## config.mk

```make
export PLATFORM = sky130hd
export DESIGN_NAME = mem_access_arbiter
export DESIGN_NICKNAME = d
export VERILOG_FILES = /design/src/rtl/mem_access_arbiter_pkg.sv /design/src/rtl/mem_arb_rr_pick.sv /design/src/rtl/mem_access_arbiter.sv
export SDC_FILE = /design/constraint.sdc
export NUM_CORES = 1
export LEC_CHECK = 0
export CORE_AREA = 2 2 165 167
export CTS_CLUSTER_DIAMETER = 80
export DETAILED_ROUTE_END_ITERATION = 16
export DIE_AREA = 0 0 167 169
export SLEW_MARGIN = 0
export SYNTH_ARGS = -nofsm -noshare
export SYNTH_HDL_FRONTEND = slang
export SYNTH_SLANG_ARGS = --single-unit
```

## constraint.sdc

```tcl
create_clock -name clk_i -period 10.24 [get_ports clk_i]
set_input_delay 2.048 -clock clk_i [delete_from_list [all_inputs] [get_ports clk_i]]
set_output_delay 2.048 -clock clk_i [all_outputs]
set_load 0.005 [all_outputs]
```

## src/rtl/mem_access_arbiter_pkg.sv

```systemverilog
// Shared types for the round-robin memory access arbiter.
package mem_access_arbiter_pkg;

  typedef enum logic [1:0] {
    ARB_IDLE  = 2'd0,
    ARB_ISSUE = 2'd1,
    ARB_RESP  = 2'd2
  } arb_state_e;

  typedef enum logic {
    ARB_RESP_OK       = 1'b0,
    ARB_RESP_ADDR_ERR = 1'b1
  } arb_resp_e;

  localparam int unsigned ARB_DEFAULT_DEPTH = 256;

endpackage

```

## src/rtl/mem_arb_rr_pick.sv

```systemverilog
// Combinational round-robin selector: first valid requester after ptr, with wrap.
module mem_arb_rr_pick
  import mem_access_arbiter_pkg::*;
#(
  parameter int unsigned NUM_REQ = 4,
  parameter int unsigned IDX_W   = 2
) (
  input  logic [NUM_REQ-1:0] valid,
  input  logic [IDX_W-1:0]   ptr,
  output logic [NUM_REQ-1:0] grant,
  output logic [IDX_W-1:0]   idx,
  output logic               any_valid
);

  always_comb begin : pick
    int unsigned cand;
    grant     = '0;
    idx       = '0;
    any_valid = 1'b0;
    cand      = 0;
    for (int unsigned i = 1; i <= NUM_REQ; i++) begin
      cand = (32'(ptr) + i) % NUM_REQ;
      if (!any_valid && valid[IDX_W'(cand)]) begin
        any_valid              = 1'b1;
        idx                    = IDX_W'(cand);
        grant[IDX_W'(cand)]    = 1'b1;
      end
    end
  end

endmodule

```

## src/rtl/mem_access_arbiter.sv

```systemverilog
// Round-robin arbiter sharing one single-port word RAM between NUM_REQ requesters.
// Optional address range check: define MEM_ACCESS_ARBITER_ADDR_CHECK_EN.
module mem_access_arbiter
  import mem_access_arbiter_pkg::*;
#(
  parameter int unsigned NUM_REQ = 4,
  parameter int unsigned ADDR_W  = 32,
  parameter int unsigned DATA_W  = 32,
  parameter int unsigned DEPTH   = ARB_DEFAULT_DEPTH
) (
  input  logic                        clk_i,
  input  logic                        rst_ni,
  input  logic [NUM_REQ-1:0]          req_valid_i,
  output logic [NUM_REQ-1:0]          req_ready_o,
  input  logic [NUM_REQ-1:0]          req_we_i,
  input  logic [NUM_REQ*ADDR_W-1:0]   req_addr_i,
  input  logic [NUM_REQ*DATA_W-1:0]   req_wdata_i,
  input  logic [NUM_REQ*DATA_W/8-1:0] req_be_i,
  output logic [NUM_REQ-1:0]          resp_valid_o,
  output logic [DATA_W-1:0]           resp_rdata_o,
  output logic                        resp_err_o,
  output logic [ADDR_W-1:0]           mem_addr_o,
  output logic [DATA_W-1:0]           mem_data_o,
  output logic [DATA_W/8-1:0]         mem_be_o,
  output logic                        mem_we_o,
  input  logic [DATA_W-1:0]           mem_q_i
);

  localparam int unsigned BE_W  = DATA_W / 8;
  localparam int unsigned IDX_W = (NUM_REQ > 1) ? $clog2(NUM_REQ) : 1;

  arb_state_e          state, state_nxt;
  logic                accept;
  logic [IDX_W-1:0]    rr_ptr;
  logic [IDX_W-1:0]    pick_idx;
  logic [NUM_REQ-1:0]  pick_grant;
  logic                pick_any;
  logic [NUM_REQ-1:0]  lat_grant;
  logic                lat_we;
  logic                sel_we;
  logic [ADDR_W-1:0]   sel_addr;
  logic [DATA_W-1:0]   sel_wdata;
  logic [BE_W-1:0]     sel_be;

  mem_arb_rr_pick #(
    .NUM_REQ (NUM_REQ),
    .IDX_W   (IDX_W)
  ) u_pick (
    .valid     (req_valid_i),
    .ptr       (rr_ptr),
    .grant     (pick_grant),
    .idx       (pick_idx),
    .any_valid (pick_any)
  );

  // Payload of the currently selected requester
  assign sel_we    = req_we_i[pick_idx];
  assign sel_addr  = req_addr_i[32'(pick_idx) * ADDR_W +: ADDR_W];
  assign sel_wdata = req_wdata_i[32'(pick_idx) * DATA_W +: DATA_W];
  assign sel_be    = req_be_i[32'(pick_idx) * BE_W +: BE_W];

`ifdef MEM_ACCESS_ARBITER_ADDR_CHECK_EN
  logic      sel_in_range;
  arb_resp_e lat_status;
  assign sel_in_range = (sel_addr < ADDR_W'(DEPTH));
`endif

  // State register
  always_ff @(posedge clk_i or negedge rst_ni) begin
    if (!rst_ni) begin
      state <= ARB_IDLE;
    end else begin
      state <= state_nxt;
    end
  end

  // Next state; acceptance happens only in IDLE
  always_comb begin
    state_nxt = state;
    accept    = 1'b0;
    unique case (state)
      ARB_IDLE: begin
        if (pick_any) begin
          accept    = 1'b1;
          state_nxt = ARB_ISSUE;
        end
      end
      ARB_ISSUE: state_nxt = ARB_RESP;
      ARB_RESP:  state_nxt = ARB_IDLE;
      default:   state_nxt = ARB_IDLE;
    endcase
  end

  assign req_ready_o = accept ? pick_grant : '0;

  // Request latch, memory port and response registers
  always_ff @(posedge clk_i or negedge rst_ni) begin
    if (!rst_ni) begin
      rr_ptr       <= IDX_W'(NUM_REQ - 1);
      lat_grant    <= '0;
      lat_we       <= 1'b0;
      mem_addr_o   <= '0;
      mem_data_o   <= '0;
      mem_be_o     <= '0;
      mem_we_o     <= 1'b0;
      resp_valid_o <= '0;
      resp_rdata_o <= '0;
`ifdef MEM_ACCESS_ARBITER_ADDR_CHECK_EN
      lat_status   <= ARB_RESP_OK;
      resp_err_o   <= 1'b0;
`endif
    end else begin
      resp_valid_o <= '0;
      mem_we_o     <= 1'b0;
`ifdef MEM_ACCESS_ARBITER_ADDR_CHECK_EN
      resp_err_o   <= 1'b0;
`endif
      if (accept) begin
        rr_ptr     <= pick_idx;
        lat_grant  <= pick_grant;
        lat_we     <= sel_we;
        mem_addr_o <= sel_addr;
        mem_data_o <= sel_wdata;
        mem_be_o   <= sel_be;
`ifdef MEM_ACCESS_ARBITER_ADDR_CHECK_EN
        mem_we_o   <= sel_we & sel_in_range;
        lat_status <= sel_in_range ? ARB_RESP_OK : ARB_RESP_ADDR_ERR;
`else
        mem_we_o   <= sel_we;
`endif
      end
      if (state == ARB_RESP) begin
        resp_valid_o <= lat_grant;
`ifdef MEM_ACCESS_ARBITER_ADDR_CHECK_EN
        if (lat_status == ARB_RESP_ADDR_ERR) begin
          resp_rdata_o <= '0;
          resp_err_o   <= 1'b1;
        end else if (!lat_we) begin
          resp_rdata_o <= mem_q_i;
        end
`else
        if (!lat_we) begin
          resp_rdata_o <= mem_q_i;
        end
`endif
      end
    end
  end

`ifndef MEM_ACCESS_ARBITER_ADDR_CHECK_EN
  assign resp_err_o = 1'b0;
`endif

endmodule

```

==> summary.md, run 1 <==
| Metric | Value |
|---|---|
| Initial core utilization | `26.8%` |
| Commonest cells after routing, fill and taps aside | `clkdlybuf4s50_1, and3_1, a211oi_1` |
| CP Max Fanout | `14` |
| Final Setup Violations | `0` |
| Die Area | `28200 sq um` |
| Crit-path most repeated cell | `clkdlybuf4s50_1` |
| Family with the most delay on the worst path | `buffers and inverters` |
| Initial antenna violation count | `2` |
| Max-Cap Viols | `0` |
| Post-synthesis cell count | `723` |
| Largest net degree at the start of global routing | `81` |
| Dpl ws | `3.44 ns` |
| Placed instance area | `11400 sq um` |
| Worst path required time | `8.19 ns` |
| First-pass GRT wire length | `41900 microns` |
| H-tree depth | `4` |
| Yosys warning count | `0` |
| Critical path class | `in2out` |
| CTS root buf | `clkbuf_16` |
| Post-Layout Cell Count | `1444` |
| Register area share after synthesis | `40.2%` |
| Arrival time worst endpoint | `4.77 ns` |
| Clock net sink count | `114` |
| RSZ-0062 raised after global routing | `no` |
| Via/cell ratio | `5.07` |
| Core region area | `26500 sq um` |
| CP Buf/Inv Count | `2` |
| Cts hold-fix bufs | `0` |
| Routed len/inst | `19.3 microns` |
| Setup tns final | `0 ns` |
| Setup crit end kind | `primary output` |
| P&R area growth vs syn | `68.7%` |
| Synth Area per Inst | `9.83 sq um` |
| Fin crit share | `66.6%` |
| Worst Hold Class | `reg2reg` |
| Final WL | `27900 microns` |
| Hold WS | `0.452 ns` |
| Max incr delay on CP | `0.67 ns` |
| Synth Register Bits | `114` |
| Clock latency on the worst-skew pair | `0.42 ns` |
| Initial DRC Count | `385` |
| Normalized max-slew margin | `26.2%` |
| Hold Fails Final Rpt | `0` |
| I/O Buffers | `422` |
| Post-Layout Inst Area | `12000 sq um` |
| Cell variety after synth | `43` |
| VDD IR max | `268 uV` |
| Bufs on Longest Clock Path | `2` |
| IO Pins | `424` |
| Worst Slack Setup Final | `3.42 ns` |
| Routability cong. | `0.814` |
| Pwr Density | `342 nW/um^2` |
| LEAKAGE | `4.89 nW` |
| Num CTS Buffers | `17` |
| Total power | `4.10 mW` |
| Grt ovf | `0` |
| Final Max Tran Viols | `0` |
| Status | `completed` |
| Fmax | `147 MHz` |
| Worst-Margin Slew | `1.11 ns` |
| Clock transition at path regs | `0.05 ns` |
| Postcts setup bufs | `0` |
| Routed Antenna Nets | `0` |
| Post-route DRC | `0` |
| Cell at the slowest stage of the critical path | `mux4_2` |
| Vias in the first global route | `7162` |
| Die Wd | `167 microns` |
| Syn_nets | `1045` |
| Synthesized area | `7110 sq um` |
| Fin util | `45.2%` |
| Die Ht | `169 microns` |
| Final setup skew | `0.0148 ns` |
| Total number of vias | `7325` |
| Layout cells sized above 1 | `10.8%` |
| Rows | `60` |
| Kind of start point of the critical path | `input port` |
| Final #Nets | `1410` |
| TritonCTS clock tree | `done` |
| Most common cell after layout, fill and taps aside | `clkdlybuf4s50_1` |
| Post_cts resized | `0` |
| Final Critical Period | `6.82 ns` |
| DRT Pass-1 Iters | `4` |
| Worst-path cell chain | `clkdlybuf4s50_1 -> mux4_2 -> nor4b_1 -> a221oi_1 -> nor2_1 -> clkdlybuf4s50_1` |
| Dpl cells | `1410` |
| All-layer global routing usage | `19.1%` |
| DP Wirelength | `19800 microns` |
[logic make-up after synthesis]
logic type      Yosys count  share of synthesized area (%)
xor+xnor                  1                          0.123
compound gates          230                           26.6
other cells               1                         0.0528
mux                      40                           6.92
simple gates            240                           18.2
fa+ha+maj                 8                           1.41
flops                   114                           40.2
buf+inv                  89                           6.58
[routing by layer]
metal | up-vias | routed length (microns) | GRT usage, %
li1 | 3491 | - | -
met1 | 3455 | 11500 | 22.6
met2 | 342 | 13400 | 32.7
met3 | 37 | 2310 | 5.92
met4 | 0 | 714 | 6.82
met5 | - | 0 | 0
[synthesized netlist by cell type]
| cell | instances | area (sq um) |
|---|---|---|
| clkbuf_2 | 2 | 10.0 |
| nor4_1 | 1 | 6.26 |
| mux2i_1 | 3 | 30.0 |
| o22ai_2 | 1 | 12.5 |
| nand2b_1 | 1 | 6.26 |
| dfstp_2 | 2 | 52.6 |
| a311o_1 | 1 | 10.0 |
| and2b_1 | 1 | 7.51 |
| nand2_1 | 76 | 285 |
| inv_2 | 1 | 3.75 |
| buf_1 | 5 | 18.8 |
| o31ai_1 | 63 | 473 |
| nor4b_1 | 1 | 8.76 |
| o21ai_0 | 5 | 25.0 |
| buf_4 | 5 | 37.5 |
| and3_1 | 137 | 857 |
| dfrtp_1 | 112 | 2800 |
| xnor2_1 | 1 | 8.76 |
| o31ai_2 | 7 | 87.6 |
| o21ai_1 | 1 | 5.00 |
| nor2b_1 | 4 | 25.0 |
| o21ai_4 | 1 | 16.3 |
| conb_1 | 1 | 3.75 |
| nor2_1 | 11 | 41.3 |
| ha_1 | 8 | 100 |
| buf_6 | 10 | 113 |
| o21a_1 | 1 | 7.51 |
| a211oi_1 | 116 | 871 |
| or3_4 | 1 | 11.3 |
| nor3_1 | 2 | 10.0 |
| clkbuf_1 | 33 | 124 |
| o211ai_1 | 1 | 7.51 |
| mux4_2 | 4 | 90.1 |
| inv_1 | 3 | 11.3 |
| o22a_1 | 1 | 8.76 |
| a211oi_2 | 23 | 288 |
| mux2_2 | 33 | 372 |
| a22oi_1 | 4 | 30.0 |
| o211ai_2 | 1 | 12.5 |
| a221oi_1 | 4 | 35.0 |
| or2_1 | 1 | 6.26 |
| and2_1 | 4 | 25.0 |
| buf_2 | 30 | 150 |
[flip-flops by register name, indices dropped and copies added, names as in the netlist]
register      flops
lat_grant         4
lat_we            1
mem_addr_o       32
mem_be_o          4
mem_data_o       32
mem_we_o          1
resp_rdata_o     32
resp_valid_o      4
rr_ptr            2
state             2
[layout make-up]
class | count | area (sq um)
fillers | 2602 | 14500
repair buffers | 431 | 4290
multi-input cells | 520 | 3830
flip-flops and latches | 114 | 2860
clock buffers | 20 | 457
well taps | 341 | 427
clock inverters | 12 | 108
inverters | 4 | 15.0
diodes | 2 | 5.00
[path summary, 6_finish.rpt]
| check | from | endpoint | slack, ns | cells past startpoint |
|---|---|---|---|---|
| worst max-delay path | req_valid_i[2] | req_ready_o[2] | 3.42 | 6 |
| worst min-delay path | state[1] | state[1] | 0.45 | 1 |
| worst max register to register | rr_ptr[0] | mem_data_o[24] | 5.21 | 10 |
| worst min register to register | state[1] | state[1] | 0.45 | 1 |
| max in group asynchronous | rst_ni | mem_data_o[26] | 7.17 | 2 |
| min in group asynchronous | rst_ni | mem_addr_o[11] | 1.65 | 1 |
[power breakdown]
| part | total [mW] | internal, mW | switching (mW) | leakage, nW |
|---|---|---|---|---|
| clock network | 0.583 | 0.347 | 0.236 | 0.273 |
| registers | 0.824 | 0.695 | 0.129 | 1.39 |
| logic | 2.70 | 1.21 | 1.49 | 3.23 |
No activity file was read; power rests on OpenSTA's default activity.
==> run 2: changes to the inputs <==
--- a/config.mk
+++ b/config.mk
@@ -5,10 +5,10 @@
 export SDC_FILE = /design/constraint.sdc
 export NUM_CORES = 1
 export LEC_CHECK = 0
-export CORE_AREA = 2 2 165 167
+export CORE_AREA = 2 2 167 169
 export CTS_CLUSTER_DIAMETER = 80
 export DETAILED_ROUTE_END_ITERATION = 16
-export DIE_AREA = 0 0 167 169
+export DIE_AREA = 0 0 169 171
 export SLEW_MARGIN = 0
 export SYNTH_ARGS = -nofsm -noshare
 export SYNTH_HDL_FRONTEND = slang
==> constraint.sdc (replaced) <==
create_clock -name clk_i -period 6.5 [get_ports clk_i]
set_input_delay 1.3 -clock clk_i [delete_from_list [all_inputs] [get_ports clk_i]]
set_output_delay 1.3 -clock clk_i [all_outputs]
set_load 0.005 [all_outputs]
==> summary.md, run 2 (synthesis results as in run 1) <==
| Metric | Value |
|---|---|
| Final Setup Violations | `0 (unchanged)` |
| Hold WS | `0.451 ns (-0.000906 ns)` |
| Critical path class | `reg2out` |
| Core region area | `27300 sq um (+3.1%)` |
| H-tree depth | `4 (unchanged)` |
| TritonCTS clock tree | `done` |
| Reg2reg setup slack | `1.86 ns (-3.35 ns)` |
| Commonest cells after routing, fill and taps aside | `clkdlybuf4s50_1, and3_1, a211oi_1` |
| Clock transition at path regs | `0.06 ns (about the same)` |
| All-layer global routing usage | `19.1% (+0.068 points)` |
| Kind of start point of the critical path | `register` |
| Clock latency on the worst-skew pair | `0.41 ns (about the same)` |
| Post_cts resized | `0 (unchanged)` |
| Fin crit share | `83.0%` |
| DRT Pass-1 Iters | `7 (+3)` |
| Die Area | `28900 sq um (+2.4%)` |
| Final Critical Period | `5.39 ns` |
| Die Ht | `171 microns (+1.2%)` |
| Fmax | `185 MHz` |
| Max-Cap Viols | `0 (unchanged)` |
| Worst Slack Setup Final | `1.11 ns (-2.31 ns)` |
| Cts hold-fix bufs | `0 (unchanged)` |
| Post-route DRC | `0 (unchanged)` |
| I/O Buffers | `422 (unchanged)` |
| Footprint of the multi-input gates | `3830 sq um (-0.13%)` |
| Routed Antenna Nets | `0 (unchanged)` |
| Clock net sink count | `114 (unchanged)` |
| RSZ-0062 raised after global routing | `no` |
| Status | `completed` |
| Dpl ws | `1.14 ns (-2.30 ns)` |
| Vias in the first global route | `7236 (+1.0%)` |
| Setup tns final | `0 ns (unchanged)` |
| VDD IR max | `414 uV (+54%)` |
| Worst-Margin Slew | `1.08 ns (-0.0295 ns)` |
| P&R area growth vs syn | `69.6%` |
| CTS root buf | `clkbuf_16` |
| First-pass GRT wire length | `42400 microns (+1.1%)` |
| Final #Nets | `1413 (+0.21%)` |
| Normalized max-slew margin | `28.2% (+2.0 points)` |
| Via/cell ratio | `5.03 (-0.89%)` |
| Routed len/inst | `19.7 microns (+1.8%)` |
| Largest net degree at the start of global routing | `79 (-2.5%)` |
| Total number of vias | `7290 (-0.48%)` |
| Most common cell after layout, fill and taps aside | `clkdlybuf4s50_1` |
| Initial core utilization | `26.0% (-0.81 points)` |
| Final setup skew | `0.0147 ns (-0.000119 ns)` |
| Initial antenna violation count | `0 (-2)` |
| LEAKAGE | `4.92 nW (+0.67%)` |
| Arrival time worst endpoint | `4.09 ns (-0.68 ns)` |
| Rows | `61 (+1.7%)` |
| Bufs on Longest Clock Path | `2 (unchanged)` |
| DP Wirelength | `20600 microns (+4.5%)` |
| Worst path required time | `5.20 ns (-2.99 ns)` |
| Setup crit end kind | `primary output` |
| Hold Fails Final Rpt | `0 (unchanged)` |
| CP Max Fanout | `16 (+2)` |
| Final Max Tran Viols | `0 (unchanged)` |
| FF+latch area | `2860 sq um (unchanged)` |
| Biggest regs | `mem_addr_o x32, mem_data_o x32, resp_rdata_o x32` |
| IO Pins | `424 (unchanged)` |
| Worst Hold Class | `reg2reg` |
| Layout filler cell count | `2738 (+5.2%)` |
| Num CTS Buffers | `17 (unchanged)` |
| Die Wd | `169 microns (+1.2%)` |
| Initial DRC Count | `399 (+3.6%)` |
| Routability cong. | `0.849 (+4.4%)` |
| Grt ovf | `0 (unchanged)` |
| Layout cells sized above 1 | `11.1% (+0.33 points)` |
| # diodes | `0 (-2)` |
| Fin util | `44.1% (-1.1 points)` |
| Postcts setup bufs | `0 (unchanged)` |
| Pwr Density | `546 nW/um^2 (+60%)` |
| Final WL | `28500 microns (+2.2%)` |
[run 2: per-stage QoR]
step,power (mW),cells,area [sq um]
2_1_floorplan,4.14,723,7110
3_3_place_gp,5.65,1418,11500
3_5_place_dp,5.71,1418,11500
4_1_cts,6.69,1450,12100
5_1_grt,7.13,1450,12100
6_report,6.59,1450,12100
[run 2: power breakdown]
group / total (mW) / switching (mW) / internal, mW
Clock: 0.962 / 0.382 / 0.580
Sequential: 1.30 / 0.209 / 1.09
Combinational: 4.32 / 2.39 / 1.93
Total: 6.59 / 2.98 / 3.61
[run 2: routing by layer]
| metal | vias to the layer above | wire length [microns] | GRT usage, % |
|---|---|---|---|
| met5 | - | 0 | 0 |
| met4 | 0 | 658 | 6.21 |
| met3 | 38 | 2350 | 5.71 |
| met2 | 323 | 13800 | 33.8 |
| met1 | 3435 | 11700 | 22.2 |
| li1 | 3494 | - | - |
[run 2: area by class of cell]
class | count | share of cell area [%]
flip-flops and latches | 114 | 23.7
inverters | 4 | 0.125
multi-input cells | 520 | 31.8
well taps | 346 | 3.59
clock buffers | 18 | 3.64
repair buffers | 434 | 35.9
clock inverters | 14 | 1.29
[run 2: final timing paths]
path	start	end	cells after the start
min in group asynchronous	rst_ni	resp_rdata_o[14]	1
setup reg to reg	rr_ptr[0]	mem_addr_o[30]	8
hold reg to reg	state[1]	state[1]	1
hold / removal	state[1]	state[1]	1
max in group asynchronous	rst_ni	mem_data_o[24]	2
setup / recovery	rr_ptr[0]	req_ready_o[3]	7
[run 2: critical path, stage by stage (launching register included)]
cell,delay [ns]
dfstp_2,0.78
inv_1,0.25
ha_1,0.49
mux4_2,0.59
nor4b_1,0.65
a221oi_1,0.20
nor2_1,0.18
clkdlybuf4s50_1,0.54
==> RTL change: new RTL, settings of run 2 <==
The parameter `DATA_W` goes from 32 to 28.
--- a/src/rtl/mem_access_arbiter.sv
+++ b/src/rtl/mem_access_arbiter.sv
@@ -5,7 +5,7 @@
 #(
   parameter int unsigned NUM_REQ = 4,
   parameter int unsigned ADDR_W  = 32,
-  parameter int unsigned DATA_W  = 32,
+  parameter int unsigned DATA_W  = 28,
   parameter int unsigned DEPTH   = ARB_DEFAULT_DEPTH
 ) (
   input  logic                        clk_i,
Ports: changed (6 resized); port bits go from 424 to 393. The function was not compared with the original's and may differ.
==> RTL change against run 2 <==
- setup slack lost 12 ps
- cell area decreased by 6.8%
- routed wire length fell by 6.1%
- hold slack better by 2.6 ps
- sequential cell count down 9
- clock power fell by 37%
- via count down 7.1%
- synthesized cell count is 7.1% lower
- synthesized area is 2.9% lower
- sequential power fell by 8%
- total power shrank 7.1%
- critical endpoint is now req_ready_o[2]
- largest cell class unchanged
- highest routed layer unchanged
==> RTL change: results (changes against run 2) <==
Yosys:
- The sequential element share of the synthesized area is 38.1% (was 40.2%).
- The number of unique standard cell types used by synthesis is 47 (was 43).
- The synthesized area divided by synthesized cell count was 10.3 sq um (was 9.83 sq um).
- Top post-synthesis cells by area: sky130_fd_sc_hd__dfrtp_1 37%, sky130_fd_sc_hd__and3_1 12%, sky130_fd_sc_hd__a211oi_2 11% (was sky130_fd_sc_hd__dfrtp_1 39%, sky130_fd_sc_hd__a211oi_1 12%, sky130_fd_sc_hd__and3_1 12%).
- The net count after synthesis was 972 (was 1045).

Placed design:
- The cell total after placement was 1343 (was 1418).
- The post-placement cell area was 10900 sq um (was 11500 sq um).
- The number of buffers inserted by port buffering is 389 (was 422).
- The weighted congestion at the end of routability-driven global placement came to 0.778 (was 0.849).

Power and ir drop:
- The standby leakage power came to 4.51 nW (was 4.92 nW).
- The net switching share of the total power came to 47.7% (was 45.2%).
- The total design power is 0.00612 W (was 0.00659 W).
- The peak supply drop was 0.373 mV (was 0.414 mV).
- The clock share of power is 9.9% (was 14.6%).

CTS:
- The deepest level of the CTS H-tree is 3 (was 4).
- The clock latency of the later-clocked register in the worst-skew pair is 370 ps (was 410 ps).
- The CTS buffer count is 9 (was 17).

Routing:
- The number of detailed-routing iterations run before antenna repair came to 4 (was 7).
- The average wire per standard cell is 19.7 microns (about the same).
- The average vias per placed instance was 4.98 (was 5.03).
- The starting DRC count in detailed routing was 313 (was 399).

Setup path:
- The critical path data arrival time is 4110 ps (was 4090 ps).

Outcome:
- Result of the run: finished, final reports clean (unchanged).

STA:
- The final setup skew is 20.3 ps (was 14.7 ps).
- The relative slew slack is 42.0% (was 28.2%).

GRT:
- The maximum number of pins on one net before global-route repair is 128 (was 79).
- The overall global routing resource usage was 17.6% (was 19.1%).
- The wire length of the first global-routing pass was 39200 microns (was 42400 microns).
- The via count of the first global-routing pass is 6693 (was 7236).

Final layout:
- The total of fill cells in the finished design was 2735 (was 2738).
- The non-filler instance count after layout is 1359 (was 1450).
- The fraction of final layout cells sized beyond drive strength 1 was 14.4% (was 11.1%).
[RTL change: cells by family after synthesis]
group	share of synthesized area, %
other	0.0544
AO/OA/AOI/OAI	28.9
AND/OR/NAND/NOR	17.8
multiplexers	6.48
flip-flops	38.1
adder cells (fa/ha/maj)	1.45
XOR/XNOR	0.127
buffers and inverters	7.06
[RTL change: path summary, 6_finish.rpt]
check	to	slack [ps]	cells past startpoint	from
setup reg to reg	mem_data_o[25]	2080	9	rr_ptr[0]
hold / removal	state[1]	450	1	state[1]
setup / recovery	req_ready_o[2]	1090	7	rr_ptr[0]
hold reg to reg	state[1]	450	1	state[1]
max in group asynchronous	resp_rdata_o[4]	4290	2	rst_ni
min in group asynchronous	mem_data_o[17]	1050	1	rst_ni
[RTL change: final cells by class]
type                       instances  area (sq um)  share of cell area (%)
timing repair buffer             402          4010                    35.7
sequential                       105          2630                    23.4
tap                              346           433                    3.85
multi-input combinational        486          3820                    34.0
clock inverter                     7          98.8                   0.880
inverter                           4          15.0                   0.134
clock buffer                       9           225                    2.01
[RTL change: per-layer routing]
| metal | share of wire (%) | routed length (microns) | track usage (%) |
|---|---|---|---|
| met1 | 42 | 11300 | 21.3 |
| met2 | 48 | 12800 | 30.5 |
| met3 | 8.3 | 2230 | 5.20 |
| met4 | 1.9 | 510 | 5.02 |
| met5 | 0 | 0 | 0 |
[RTL change: critical path, stage by stage, from the launching register on]
cell and delay, ps:
sky130_fd_sc_hd__dfstp_2 810, sky130_fd_sc_hd__inv_1 260, sky130_fd_sc_hd__ha_1 500, sky130_fd_sc_hd__mux4_2 590
sky130_fd_sc_hd__nor4b_1 700, sky130_fd_sc_hd__a221oi_1 240, sky130_fd_sc_hd__nor2_1 140, sky130_fd_sc_hd__clkdlybuf4s50_1 510
